--- src/rtl/mesi_cache_array_pkg.sv ---
// Shared types for the direct-mapped MESI cache array: line states, bus
// commands and controller states.
package mesi_pkg;

  typedef enum logic [1:0] {
    ST_I = 2'd0,
    ST_S = 2'd1,
    ST_E = 2'd2,
    ST_M = 2'd3
  } mesi_state_t;

  typedef enum logic [1:0] {
    BUS_RD   = 2'd0,
    BUS_RDX  = 2'd1,
    BUS_UPGR = 2'd2,
    BUS_WB   = 2'd3
  } bus_cmd_t;

  typedef enum logic [2:0] {
    IDLE = 3'd0,
    WB   = 3'd1,
    FILL = 3'd2,
    UPGR = 3'd3,
    RESP = 3'd4
  } ctrl_state_t;

  function automatic logic is_valid(input mesi_state_t s);
    return s != ST_I;
  endfunction

endpackage

--- src/rtl/mesi_snoop_unit.sv ---
// Snoop match and MESI next-state for the one line a snoop address selects;
// purely combinational, the owner applies next_state on the next edge.
module mesi_snoop_unit
  import mesi_pkg::*;
#(
  parameter int TAG_W = 24
) (
  input  logic             snp_valid,
  input  bus_cmd_t         snp_cmd,
  input  logic [TAG_W-1:0] snp_tag,
  input  logic [TAG_W-1:0] line_tag,
  input  mesi_state_t      line_state,
  output logic             snp_hit,
  output logic             snp_flush,
  output mesi_state_t      next_state
);

  // Match against the indexed line and derive the downgraded state
  always_comb begin
    snp_hit    = snp_valid && is_valid(line_state) && (line_tag == snp_tag);
    snp_flush  = 1'b0;
    next_state = line_state;
    if (snp_hit) begin
      case (snp_cmd)
        BUS_RD: begin
          snp_flush  = (line_state == ST_M);
          next_state = ST_S;
        end
        BUS_RDX: begin
          snp_flush  = (line_state == ST_M);
          next_state = ST_I;
        end
        BUS_UPGR: next_state = (line_state == ST_S) ? ST_I : line_state;
        BUS_WB:   next_state = line_state;
        default:  next_state = line_state;
      endcase
    end else begin
      next_state = line_state;
    end
  end

endmodule

--- src/rtl/mesi_cache_array.sv ---
// Direct-mapped MESI cache tag/state array with a single-request controller
// (writeback, fill, upgrade) and every-cycle snoop handling.
module mesi_cache_array
  import mesi_pkg::*;
#(
  parameter  int ADDR_W    = 32,
  parameter  int NUM_LINES = 16,
  parameter  int OFF_W     = 4,
  localparam int IDX_W     = $clog2(NUM_LINES),
  localparam int TAG_W     = ADDR_W - IDX_W - OFF_W
) (
  input  logic              clk,
  input  logic              rst,
  input  logic              cpu_req_valid,
  input  logic              cpu_req_write,
  input  logic [ADDR_W-1:0] cpu_req_addr,
  output logic              cpu_req_ready,
  output logic              cpu_resp_valid,
  output logic              cpu_resp_hit,
  output logic              bus_req_valid,
  output logic [1:0]        bus_req_cmd,
  output logic [ADDR_W-1:0] bus_req_addr,
  input  logic              bus_gnt,
  input  logic              bus_shared,
  input  logic              snp_valid,
  input  logic [1:0]        snp_cmd,
  input  logic [ADDR_W-1:0] snp_addr,
  output logic              snp_hit,
  output logic              snp_flush,
  input  logic [IDX_W-1:0]  dbg_idx,
  output logic [1:0]        dbg_state
);

  mesi_state_t       state_q [NUM_LINES];
  mesi_state_t       state_d [NUM_LINES];
  logic [TAG_W-1:0]  tag_q   [NUM_LINES];
  logic [TAG_W-1:0]  tag_d   [NUM_LINES];
  ctrl_state_t       ctrl_q, ctrl_d;
  logic              req_write_q, req_write_d;
  logic [TAG_W-1:0]  req_tag_q, req_tag_d;
  logic [IDX_W-1:0]  req_idx_q, req_idx_d;
  logic              resp_valid_q, resp_valid_d;
  logic              resp_hit_q, resp_hit_d;
  logic              bus_valid_q, bus_valid_d;
  bus_cmd_t          bus_cmd_q, bus_cmd_d;
  logic [ADDR_W-1:0] bus_addr_q, bus_addr_d;

  logic [IDX_W-1:0]  cpu_idx_s, snp_idx_s;
  logic [TAG_W-1:0]  cpu_tag_s, snp_tag_s;
  logic              cpu_hit_s, accept_s;
  logic              snp_hit_s, snp_flush_s, snp_kills_req_s;
  mesi_state_t       snp_next_s;
  logic              unused_addr_bits_s;

  assign cpu_idx_s = cpu_req_addr[OFF_W +: IDX_W];
  assign cpu_tag_s = cpu_req_addr[ADDR_W-1 -: TAG_W];
  assign snp_idx_s = snp_addr[OFF_W +: IDX_W];
  assign snp_tag_s = snp_addr[ADDR_W-1 -: TAG_W];
  assign unused_addr_bits_s = ^{cpu_req_addr[OFF_W-1:0], snp_addr[OFF_W-1:0]};

  assign cpu_hit_s = is_valid(state_q[cpu_idx_s]) && (tag_q[cpu_idx_s] == cpu_tag_s);
  assign cpu_req_ready = (ctrl_q == IDLE) && !snp_valid;
  assign accept_s = cpu_req_valid && cpu_req_ready;

  mesi_snoop_unit #(.TAG_W(TAG_W)) u_snoop (
    .snp_valid  (snp_valid),
    .snp_cmd    (bus_cmd_t'(snp_cmd)),
    .snp_tag    (snp_tag_s),
    .line_tag   (tag_q[snp_idx_s]),
    .line_state (state_q[snp_idx_s]),
    .snp_hit    (snp_hit_s),
    .snp_flush  (snp_flush_s),
    .next_state (snp_next_s)
  );

  // A pending upgrade is lost once a snoop invalidates the line it targets
  assign snp_kills_req_s = snp_hit_s && (snp_idx_s == req_idx_q) && (snp_next_s == ST_I);

  assign snp_hit        = snp_hit_s;
  assign snp_flush      = snp_flush_s;
  assign dbg_state      = state_q[dbg_idx];
  assign cpu_resp_valid = resp_valid_q;
  assign cpu_resp_hit   = resp_hit_q;
  assign bus_req_valid  = bus_valid_q;
  assign bus_req_cmd    = bus_cmd_q;
  assign bus_req_addr   = bus_addr_q;

  // Next line state, controller state and registered outputs
  always_comb begin
    state_d     = state_q;
    tag_d       = tag_q;
    ctrl_d      = ctrl_q;
    req_write_d = req_write_q;
    req_tag_d   = req_tag_q;
    req_idx_d   = req_idx_q;

    // Snoop first so that a same-cycle grant update below overrides it
    if (snp_hit_s) begin
      state_d[snp_idx_s] = snp_next_s;
    end else begin
      state_d[snp_idx_s] = state_q[snp_idx_s];
    end

    case (ctrl_q)
      IDLE: begin
        if (accept_s) begin
          req_write_d = cpu_req_write;
          req_tag_d   = cpu_tag_s;
          req_idx_d   = cpu_idx_s;
          if (cpu_hit_s && (!cpu_req_write || state_q[cpu_idx_s] != ST_S)) begin
            if (cpu_req_write) begin
              state_d[cpu_idx_s] = ST_M;
            end else begin
              state_d[cpu_idx_s] = state_q[cpu_idx_s];
            end
            ctrl_d = RESP;
          end else if (cpu_hit_s) begin
            ctrl_d = UPGR;
          end else if (state_q[cpu_idx_s] == ST_M) begin
            ctrl_d = WB;
          end else begin
            state_d[cpu_idx_s] = ST_I;
            ctrl_d = FILL;
          end
        end else begin
          ctrl_d = IDLE;
        end
      end
      WB: begin
        if (bus_gnt) begin
          state_d[req_idx_q] = ST_I;
          ctrl_d = FILL;
        end else begin
          ctrl_d = WB;
        end
      end
      FILL: begin
        if (bus_gnt) begin
          tag_d[req_idx_q] = req_tag_q;
          if (req_write_q) begin
            state_d[req_idx_q] = ST_M;
          end else if (bus_shared) begin
            state_d[req_idx_q] = ST_S;
          end else begin
            state_d[req_idx_q] = ST_E;
          end
          ctrl_d = RESP;
        end else begin
          ctrl_d = FILL;
        end
      end
      UPGR: begin
        if (bus_gnt) begin
          state_d[req_idx_q] = ST_M;
          ctrl_d = RESP;
        end else if (snp_kills_req_s) begin
          ctrl_d = FILL;
        end else begin
          ctrl_d = UPGR;
        end
      end
      RESP:    ctrl_d = IDLE;
      default: ctrl_d = IDLE;
    endcase

    resp_valid_d = (ctrl_d == RESP);
    resp_hit_d   = (ctrl_d == RESP) && (ctrl_q == IDLE);

    bus_valid_d = 1'b0;
    bus_cmd_d   = BUS_RD;
    bus_addr_d  = '0;
    case (ctrl_d)
      WB: begin
        bus_valid_d = 1'b1;
        bus_cmd_d   = BUS_WB;
        bus_addr_d  = {tag_q[req_idx_d], req_idx_d, {OFF_W{1'b0}}};
      end
      FILL: begin
        bus_valid_d = 1'b1;
        bus_cmd_d   = req_write_d ? BUS_RDX : BUS_RD;
        bus_addr_d  = {req_tag_d, req_idx_d, {OFF_W{1'b0}}};
      end
      UPGR: begin
        bus_valid_d = 1'b1;
        bus_cmd_d   = BUS_UPGR;
        bus_addr_d  = {req_tag_d, req_idx_d, {OFF_W{1'b0}}};
      end
      default: begin
        bus_valid_d = 1'b0;
      end
    endcase
  end

  // State and output registers, cleared asynchronously
  always_ff @(posedge clk or posedge rst) begin
    if (rst) begin
      for (int i = 0; i < NUM_LINES; i++) begin
        state_q[i] <= ST_I;
        tag_q[i]   <= '0;
      end
      ctrl_q       <= IDLE;
      req_write_q  <= 1'b0;
      req_tag_q    <= '0;
      req_idx_q    <= '0;
      resp_valid_q <= 1'b0;
      resp_hit_q   <= 1'b0;
      bus_valid_q  <= 1'b0;
      bus_cmd_q    <= BUS_RD;
      bus_addr_q   <= '0;
    end else begin
      state_q      <= state_d;
      tag_q        <= tag_d;
      ctrl_q       <= ctrl_d;
      req_write_q  <= req_write_d;
      req_tag_q    <= req_tag_d;
      req_idx_q    <= req_idx_d;
      resp_valid_q <= resp_valid_d;
      resp_hit_q   <= resp_hit_d;
      bus_valid_q  <= bus_valid_d;
      bus_cmd_q    <= bus_cmd_d;
      bus_addr_q   <= bus_addr_d;
    end
  end

endmodule
--- config.mk ---
export PLATFORM = sky130hd
export DESIGN_NAME = mesi_cache_array
export DESIGN_NICKNAME = d
export VERILOG_FILES = /design/src/rtl/mesi_cache_array_pkg.sv /design/src/rtl/mesi_snoop_unit.sv /design/src/rtl/mesi_cache_array.sv
export SDC_FILE = /design/constraint.sdc
export NUM_CORES = 1
export LEC_CHECK = 0
export ABC_AREA = 0
export CAP_MARGIN = 10
export CORE_UTILIZATION = 30
export DETAILED_ROUTE_END_ITERATION = 6
export HOLD_SLACK_MARGIN = 0.03
export PLACE_DENSITY = 0.44
export SETUP_SLACK_MARGIN = 0.05
export SYNTH_ARGS = -nofsm -noshare
export SYNTH_HDL_FRONTEND = slang
export SYNTH_SLANG_ARGS = --single-unit
--- constraint.sdc ---
create_clock -name clk -period 21.9 [get_ports clk]
set_input_delay 3.285 -clock clk [delete_from_list [all_inputs] [get_ports clk]]
set_output_delay 3.285 -clock clk [all_outputs]
set_load 0.02 [all_outputs]
Word-level counts from Yosys, hierarchy flattened
Index checks and enable logic that the tools add are counted.

cells by class
  $lt $le $gt $ge = 8
  equal/unequal tests = 17
  muxes and demuxes = 66
  bitwise gates (word level) = 17
  reductions and logical operators = 24

operator list
  cell                number
  $bwmux 384          1
  $mux 32             11
  $bmux 24 s4         3
  $mux 24             9
  $pmux 32 s4         1
  $bwmux 32           3
  $demux 24 s4        1
  $and 32x32->32      2
  $not 32->32         2
  $or 32x32->32       2
  $pmux 32 s2         1
  $eq 24x24->1        2
  $and 16x16->16      2
  $not 16->16         2
  $or 16x16->16       2
  $mux 2              14
  $ge 5x5->1 const B  5
  $not 4->5           5
  $bmux 2 s4          3
  $demux 2 s4         3
  $lt 5x1->1 const B  3
  $eq 3x2->1 const B  4
  $logic_and 1x1->1   12
  $mux 3              4
  19 further kinds    35

storage, ports and cells
  bits in registers = 485
  output and inout bits = 42
  word-level logic and storage cells = 173

Depth between registers and ports, before layout
Gate-level depths: netlist of run 1.

  depth in word-level cells = 16
  mapped depth = 17

Cells and area by module
From an unflattened synthesis of run 1, not the netlist that was laid out.

unflattened totals
  cells, all modules = 2715
  area, all modules = 30935.9 µm²

modules (own cells, without submodules)
  module            times used  cells an instance  area each (µm²)  sequential area each (µm²)
  mesi_cache_array  1           2674               30615.6          12036.5
  mesi_snoop_unit   1           41                 320.3            0.0

Least setup slack after synthesis of run 1
No wires, ideal clock.

  kind = input to output
  start point = input snp_addr[7]
  end point = output snp_flush
  arrival time = 6.738 ns
  required time = 18.615 ns
  slack = 11.877 ns
  stages on the path = 11
  buffers on the path = 4
  path through = buf_4 -> buf_4 -> buf_4 -> buf_2 -> mux2i_1 -> a221oi_1 -> xor2_1 -> nor4_2 -> o211ai_1 -> nor4_1 -> nor4b_1

on the way
  cells in the longest elaborated chain, start to end = 8
  elaborated cells between the ends (all ways) = 14
  those cells by class = eq/ne (2); mux (8); bitwise (1); reduce/logical (3)

ends and longest elaborated chain
  what                                                 RTL line                                        RTL
  from (decl)                                          mesi_cache_array.sv:27                          input logic [ADDR_W-1:0] snp_addr,
  $not 4->5 (implied by the code) *                    mesi_cache_array.sv:69, mesi_cache_array.sv:70
  branches (longest 5 deep; another with $bmux 24 s4)  --
  $logic_and 1x1->1 *                                  mesi_snoop_unit.sv:20                           snp_hit = snp_valid && is_valid(line_state) && (line_tag == snp_tag);
  net snp_hit                                          mesi_cache_array.sv:28                          output logic snp_hit,
  $mux 1 *                                             mesi_snoop_unit.sv:23                           if (snp_hit) begin
  to (decl)                                            mesi_cache_array.sv:29                          output logic snp_flush,

Mark *: on every way through the listed nets, which the timed path passes. The select of a mux whose other input is x is not followed.

Worst setup path after layout of run 1
  start point = input snp_addr[5]
  end point = output snp_flush

on the way
  cells in the longest elaborated chain, start to end = 8
  elaborated cells between the ends (all ways) = 14
  those cells by class = eq/ne (2); mux (8); bitwise (1); reduce/logical (3)

ends and longest elaborated chain
  what                                                 RTL line
  $not 4->5 (implied by the code) *                    mesi_cache_array.sv:69, mesi_cache_array.sv:70
  branches (longest 6 deep; another with $bmux 24 s4)  --
  $mux 1 *                                             mesi_snoop_unit.sv:23

Mark *: on every way between the ends. The select of a mux whose other input is x is not followed.

==> run summary, run 1 <==
post-synthesis mux area share = 39.61%
sequential fraction of the synthesis area = 39.65%
Fillers = 9,782
final setup TNS = 0 ps
commonest non-fill, non-tap cell in the layout = dfrtp_1
number of synthesized flops with an enable pin = 0
clock skew = 55.11 ps
Async SR Flop Fraction = 100.0%
RSZ-0062 raised after global routing = false
die height = 320.1 µm
Resize count post-CTS = 0
core area = 100,100 µm²
post-synthesis register bit count = 481
initial cell density of the core = 30.31%
Power Density = 125.5 nW/µm²
largest net degree at the start of global routing = 155
top-area cell type share of the netlist area = 39.65%
I/O Buffers = 106
Relative slew margins = 12.07%
fin crit share = 52.59%
Die X = 320.1 µm
first-pass GRT wire length = 175.9 mm
H-tree depth = 2
Die ar. = 102,500 µm²
Synth area leader = dfrtp_1
most frequent cells in the layout = dfrtp_1, mux2_2, mux4_2
TritonCTS Buffers = 61
setup violators final = 0
Cells after Synth = 2,405
Synth Area per Inst = 12.62 µm²
final count of pins violating max slew = 0
Crit path arrival time = 8230 ps
CP Class = primary input to primary output
CTS max path bufs = 3
grt total ovfl = 0
Mapped Area = 30,360 µm²
area share of and/or/nand/nor cells after synthesis = 8.144%
largest cells by area after synthesis = dfrtp_1, mux4_2, mux2_2, mux2i_1, nand2_1
DR pass1 iterations = 6
register area = 12,040 µm²
antenna violations before repair = 1
Placer Congestion = 0.8460
worst-path maximum fanout = 48
largest family of logic cells by synthesized area = multiplexers
Syn. warnings = 0
Compound-Gate Fraction of Synth Area = 6.594%
Total GRT Usage = 23.67%
TritonCTS clock tree = done
nets@finish = 2,494
Fmax = 86.83 MHz
Multi-input gate area = 17,290 µm²
Post-CTS Setup Inserts = 0
startpoint types = primary input
layout cells sized above 1 = 36.12%
status = finished, final reports clean
synth unique cells = 79
Root Driver = clkbuf_16
xor/xnor share of the synthesized area = 2.048%
antenna-violating nets left = 0
post-DP HPWL = 74.88 mm
Post-Place Worst Slack = 10,370 ps
Worst-path clk slew = 60 ps
min Tclk post-route = 11,520 ps
DR vias/cell = 6.041
max-cap violation count = 0
total routed wirelength = 122.3 mm
CP Capture Type = primary output
dominant synthesized flop cell = dfrtp_1
Critical Path RT = 18,620 ps
worst vdd rail ir drop = 0.08177 mV
worst skew pair latency = 690 ps
hold_buf cts = 0
Final Hold Viols = 0
synthesized-area fraction occupied by adder cells = 0%
via count = 22,730
wire length per cell = 32.50 µm
drc violations = 0
final worst slack = 10,380 ps
I/O Pins = 119
static leakage power = 14.55 nW
std cell rows = 116
Clock Sinks = 481
DRT iter0 DRCs = 2,598
Slew @ Worst Pin = 1319 ps
Pwr Total = 4.337 mW
vias in the first global route = 23,190
HP Class = register to register
Area Overhead vs Synth = 13.79%
[registers in the layout, indices dropped and copies added (netlist names)]
name / flops
cpu_resp_valid: 1
cpu_resp_hit: 1
ctrl_q: 3
tag_q: 384
state_q: 32
req_write_q: 1
bus_req_valid: 1
bus_req_addr: 28
bus_req_cmd: 2
req_idx_q: 4
req_tag_q: 24
[final timing paths]
path / from / to / slack (ps) / cells past startpoint
max: snp_addr[5] / snp_flush / 10380 / 12
min: tag_q[131] / tag_q[131] / 550 / 1
max reg2reg: tag_q[369] / bus_req_addr[13] / 16650 / 10
min reg2reg: tag_q[131] / tag_q[131] / 550 / 1
max in group asynchronous: rst / tag_q[143] / 17200 / 3
min in group asynchronous: rst / tag_q[14] / 3150 / 2
[Yosys cell counts, drive strengths merged (3+ instances only)]
cell / instances
dfrtp: 481
mux2: 388
mux4: 283
nand2: 265
mux2i: 128
buf: 108
clkbuf: 106
nor2: 104
a21oi: 61
xnor2: 52
a22oi: 38
a31oi: 38
o21ai: 36
and3: 30
nor3: 30
a221oi: 19
nand2b: 19
xor2: 19
inv: 17
and2: 16
nand3: 15
a22o: 13
nor2b: 13
o22ai: 12
nand4: 11
a211oi: 10
o31ai: 10
a21o: 9
nor4: 9
or2: 8
o211ai: 6
or3: 5
o2111ai: 4
o221ai: 4
a211o: 3
a311oi: 3
and4b: 3
o32ai: 3
[per-stage QoR]
step	hold WS [ps]	area [µm²]	cells	utilization, %
3_3_place_gp	528.6	32500	3652	32.45
6_report	549.0	34550	3762	34.50
5_1_grt	572.0	34540	3759	34.49
3_5_place_dp	534.6	32500	3652	32.45
2_1_floorplan	508.2	30370	2408	-
4_1_cts	547.3	34540	3759	34.49
[metal layers]
layer | wire length [µm] | track usage (%)
met5 | 0 | 0
met4 | 3594 | 7.464
met3 | 8193 | 3.826
met2 | 56180 | 36.88
met1 | 54300 | 33.56
[critical path: stages]
cell and delay (ps):
buf_4 620, buf_4 790, mux4_2 600, mux2i_1 440, xnor2_1 140, nor4_1 290
a21oi_1 190, nand4b_1 240, nor4_1 390, buf_4 230, nor4b_1 280, clkdlybuf4s50_1 680
[logic make-up (layout without fill, tap and decap cells)]
kind of cell              after synthesis  after routing
muxes                                 799            799
AOI/OAI and AO/OA                     283            283
other                                   1              7
and+or+nand+nor                       539            539
DFF                                   481            481
xor gates and xnor gates               71             71
buffers and inverters                 231            284
[area by class of cell]
cell class                 count  share of cell area [%]
timing repair buffer         160                   4.288
clock buffer                  90                   5.288
clock inverter                17                  0.6121
inverter                      17                  0.2137
sequential                   481                   34.84
multi-input combinational   1696                   50.03
antenna                        3                 0.02173
tap                         1298                   4.701
[report_power, final]
part           switching, mW  internal, mW
sequential             0.420          1.22
clock                  0.427         0.609
combinational          0.818         0.848
total                   1.66          2.67
No activity file was read; power rests on OpenSTA's default activity.
==> run 2, diff against run 1 <==
PLACE_DENSITY = 0.46   (was 0.44)
clock period = 10.4 ns   (was 21.9 ns; I/O delays follow)
==> run 2 against run 1 <==
Net effect: register-to-register slack worse by 12000 ps; total power rose by 110%; sequential power rose by 110%; non-clock buffer count is 5 higher; first-iteration DRC count increased by 1.6%; flip-flop and latch count is the same; critical path depth shrank 1.
==> run summary, run 2 (same netlist as run 1, synthesis figures left out) <==
status = finished, final reports clean
ANT cells = 0 (-3)
CP Class = primary input to primary output
Power Density = 267.1 nW/µm² (+110%)
antenna violations before repair = 5 (+4)
DRT iter0 DRCs = 2,640 (+1.6%)
initial cell density of the core = 30.31% (unchanged)
nets@finish = 2,497 (+0.12%)
Die X = 320.1 µm (unchanged)
die height = 320.1 µm (unchanged)
commonest non-fill, non-tap cell in the layout = dfrtp_1
setup violators final = 0 (unchanged)
antenna-violating nets left = 0 (unchanged)
total routed wirelength = 120.5 mm (-1.5%)
reg2reg end = bus_req_addr[13]
first-pass GRT wire length = 172.9 mm (-1.7%)
Critical Path RT = 8840 ps (-9780 ps)
post-DP HPWL = 74.16 mm (-0.96%)
Post-CTS Setup Inserts = 0 (unchanged)
worst skew pair latency = 650 ps (-40 ps)
min Tclk post-route = 7644 ps
core area = 100,100 µm² (unchanged)
placed cells = 3,656 (+0.11%)
via count = 22,820 (+0.41%)
drc violations = 0 (unchanged)
Fmax = 130.8 MHz
DR pass1 iterations = 6 (unchanged)
layout cells sized above 1 = 36.45% (+0.33 points)
Non-Filler Instances = 3,767 (+0.13%)
worst hold margin = 552.9 ps (+3.937 ps)
worst vdd rail ir drop = 0.1781 mV (+120%)
reg2reg setup slack = 5100 ps (-11,550 ps)
Pwr Total = 9.271 mW (+110%)
H-tree depth = 2 (unchanged)
grt total ovfl = 0 (unchanged)
DR vias/cell = 6.058 (+0.28%)
HP Class = register to register
worst flop-to-flop path startpoint = ctrl_q[1]
NetSw = 3.506 mW (+110%)
Hold Path Depth = 1 (unchanged)
worst-path maximum fanout = 46 (-4.2%)
Relative slew margins = 21.67% (+9.6 points)
I/O Pins = 119 (unchanged)
max-cap violation count = 0 (unchanged)
Clk pwr share = 24.9% (+1.0 points)
Area Overhead vs Synth = 14.31%
largest net degree at the start of global routing = 150 (-3.2%)
Reg with most FFs = tag_q
TritonCTS clock tree = done
Worst Hold Path EP = tag_q[220]
most frequent cells in the layout = dfrtp_1, mux2_2, mux4_2
Root Driver = clkbuf_16
Worst-path clk slew = 60 ps (about the same)
Clock Sinks = 481 (unchanged)
RSZ-0062 raised after global routing = false
hold_buf cts = 0 (unchanged)
final count of pins violating max slew = 0 (unchanged)
Crit path arrival time = 6080 ps (-2150 ps)
wire length per cell = 31.98 µm (-1.6%)
max reg flops = 384 (unchanged)
I/O Buffers = 106 (unchanged)
Resize count post-CTS = 0 (unchanged)
final setup TNS = 0 ps (unchanged)
combinational cell fraction of total power = 37.9% (-0.5 points)
R2R depth = 14 (+4)
sw frac = 37.82% (-0.56 points)
Total GRT Usage = 23.28% (-0.40 points)
Placer Congestion = 0.8787 (+3.9%)
CTS max path bufs = 3 (unchanged)
Final Hold Viols = 0 (unchanged)
fin crit share = 73.50%
CP Capture Type = primary output
hold_sp = tag_q[220]
startpoint types = primary input
std cell rows = 116 (unchanged)
TritonCTS Buffers = 59 (-3.3%)
Die ar. = 102,500 µm² (unchanged)
Int Pwr = 5.765 mW (+120%)
sequential power share = 37.2% (-0.5 points)
static leakage power = 14.64 nW (+0.62%)
clock skew = 30.88 ps (-24.22 ps)
vias in the first global route = 23,010 (-0.78%)
Slew @ Worst Pin = 1175 ps (-144.0 ps)
## run 2: worst max path at each step
stage / from / endpoint / cells past startpoint
2_1_floorplan: rst / bus_req_addr[10] / 1
3_3_place_gp: snp_addr[5] / snp_flush / 11
3_5_place_dp: snp_addr[5] / snp_flush / 11
4_1_cts: snp_addr[5] / snp_flush / 11
5_1_grt: snp_addr[5] / snp_flush / 12
6_report: snp_addr[5] / snp_flush / 11
## run 2: worst max-delay path: stages
cell	delay, ps
buf_4	690
buf_12	410
and2b_1	620
a221oi_1	450
xor2_1	140
nor4_2	470
o211ai_1	190
nor4_1	360
buf_4	230
nor4b_1	250
clkdlybuf4s50_1	670
## run 2: area by class of cell
| cell class | count | area (µm²) |
|---|---|---|
| sequential | 481 | 12040 |
| multi-input combinational | 1696 | 17280 |
| tap | 1298 | 1624 |
| fill | 9769 | 65440 |
| inverter | 17 | 70.07 |
| clock buffer | 81 | 1709 |
| clock inverter | 29 | 450.4 |
| timing repair buffer | 165 | 1531 |
## run 2: per-layer routing
metal	track usage [%]	part of all wire [%]	vias up
met2	36.29	46	1222
met1	32.67	43	12160
met4	7.145	3.3	4
li1	-	-	9204
met5	0	0.022	-
met3	4.363	7.8	234
## run 2: stage by stage
step / worst slack (ps) / cell area, µm² / utilization [%]
floorplan: 2321 / 30370 / -
global placement: 2762 / 32540 / 32.49
detailed placement: 2774 / 32540 / 32.49
CTS: 2757 / 34700 / 34.65
global route: 2516 / 34700 / 34.65
finish: 2756 / 34700 / 34.65
## run 2: power groups by stage
stage / sequential [mW] / combinational, mW / clock [mW]
4_1_cts: 3.41 / 3.50 / 2.36
5_1_grt: 3.54 / 3.71 / 2.43
6_report: 3.45 / 3.51 / 2.31
3_3_place_gp: 3.40 / 3.44 / 0
2_1_floorplan: 3.08 / 2.58 / 0
3_5_place_dp: 3.44 / 3.49 / 0
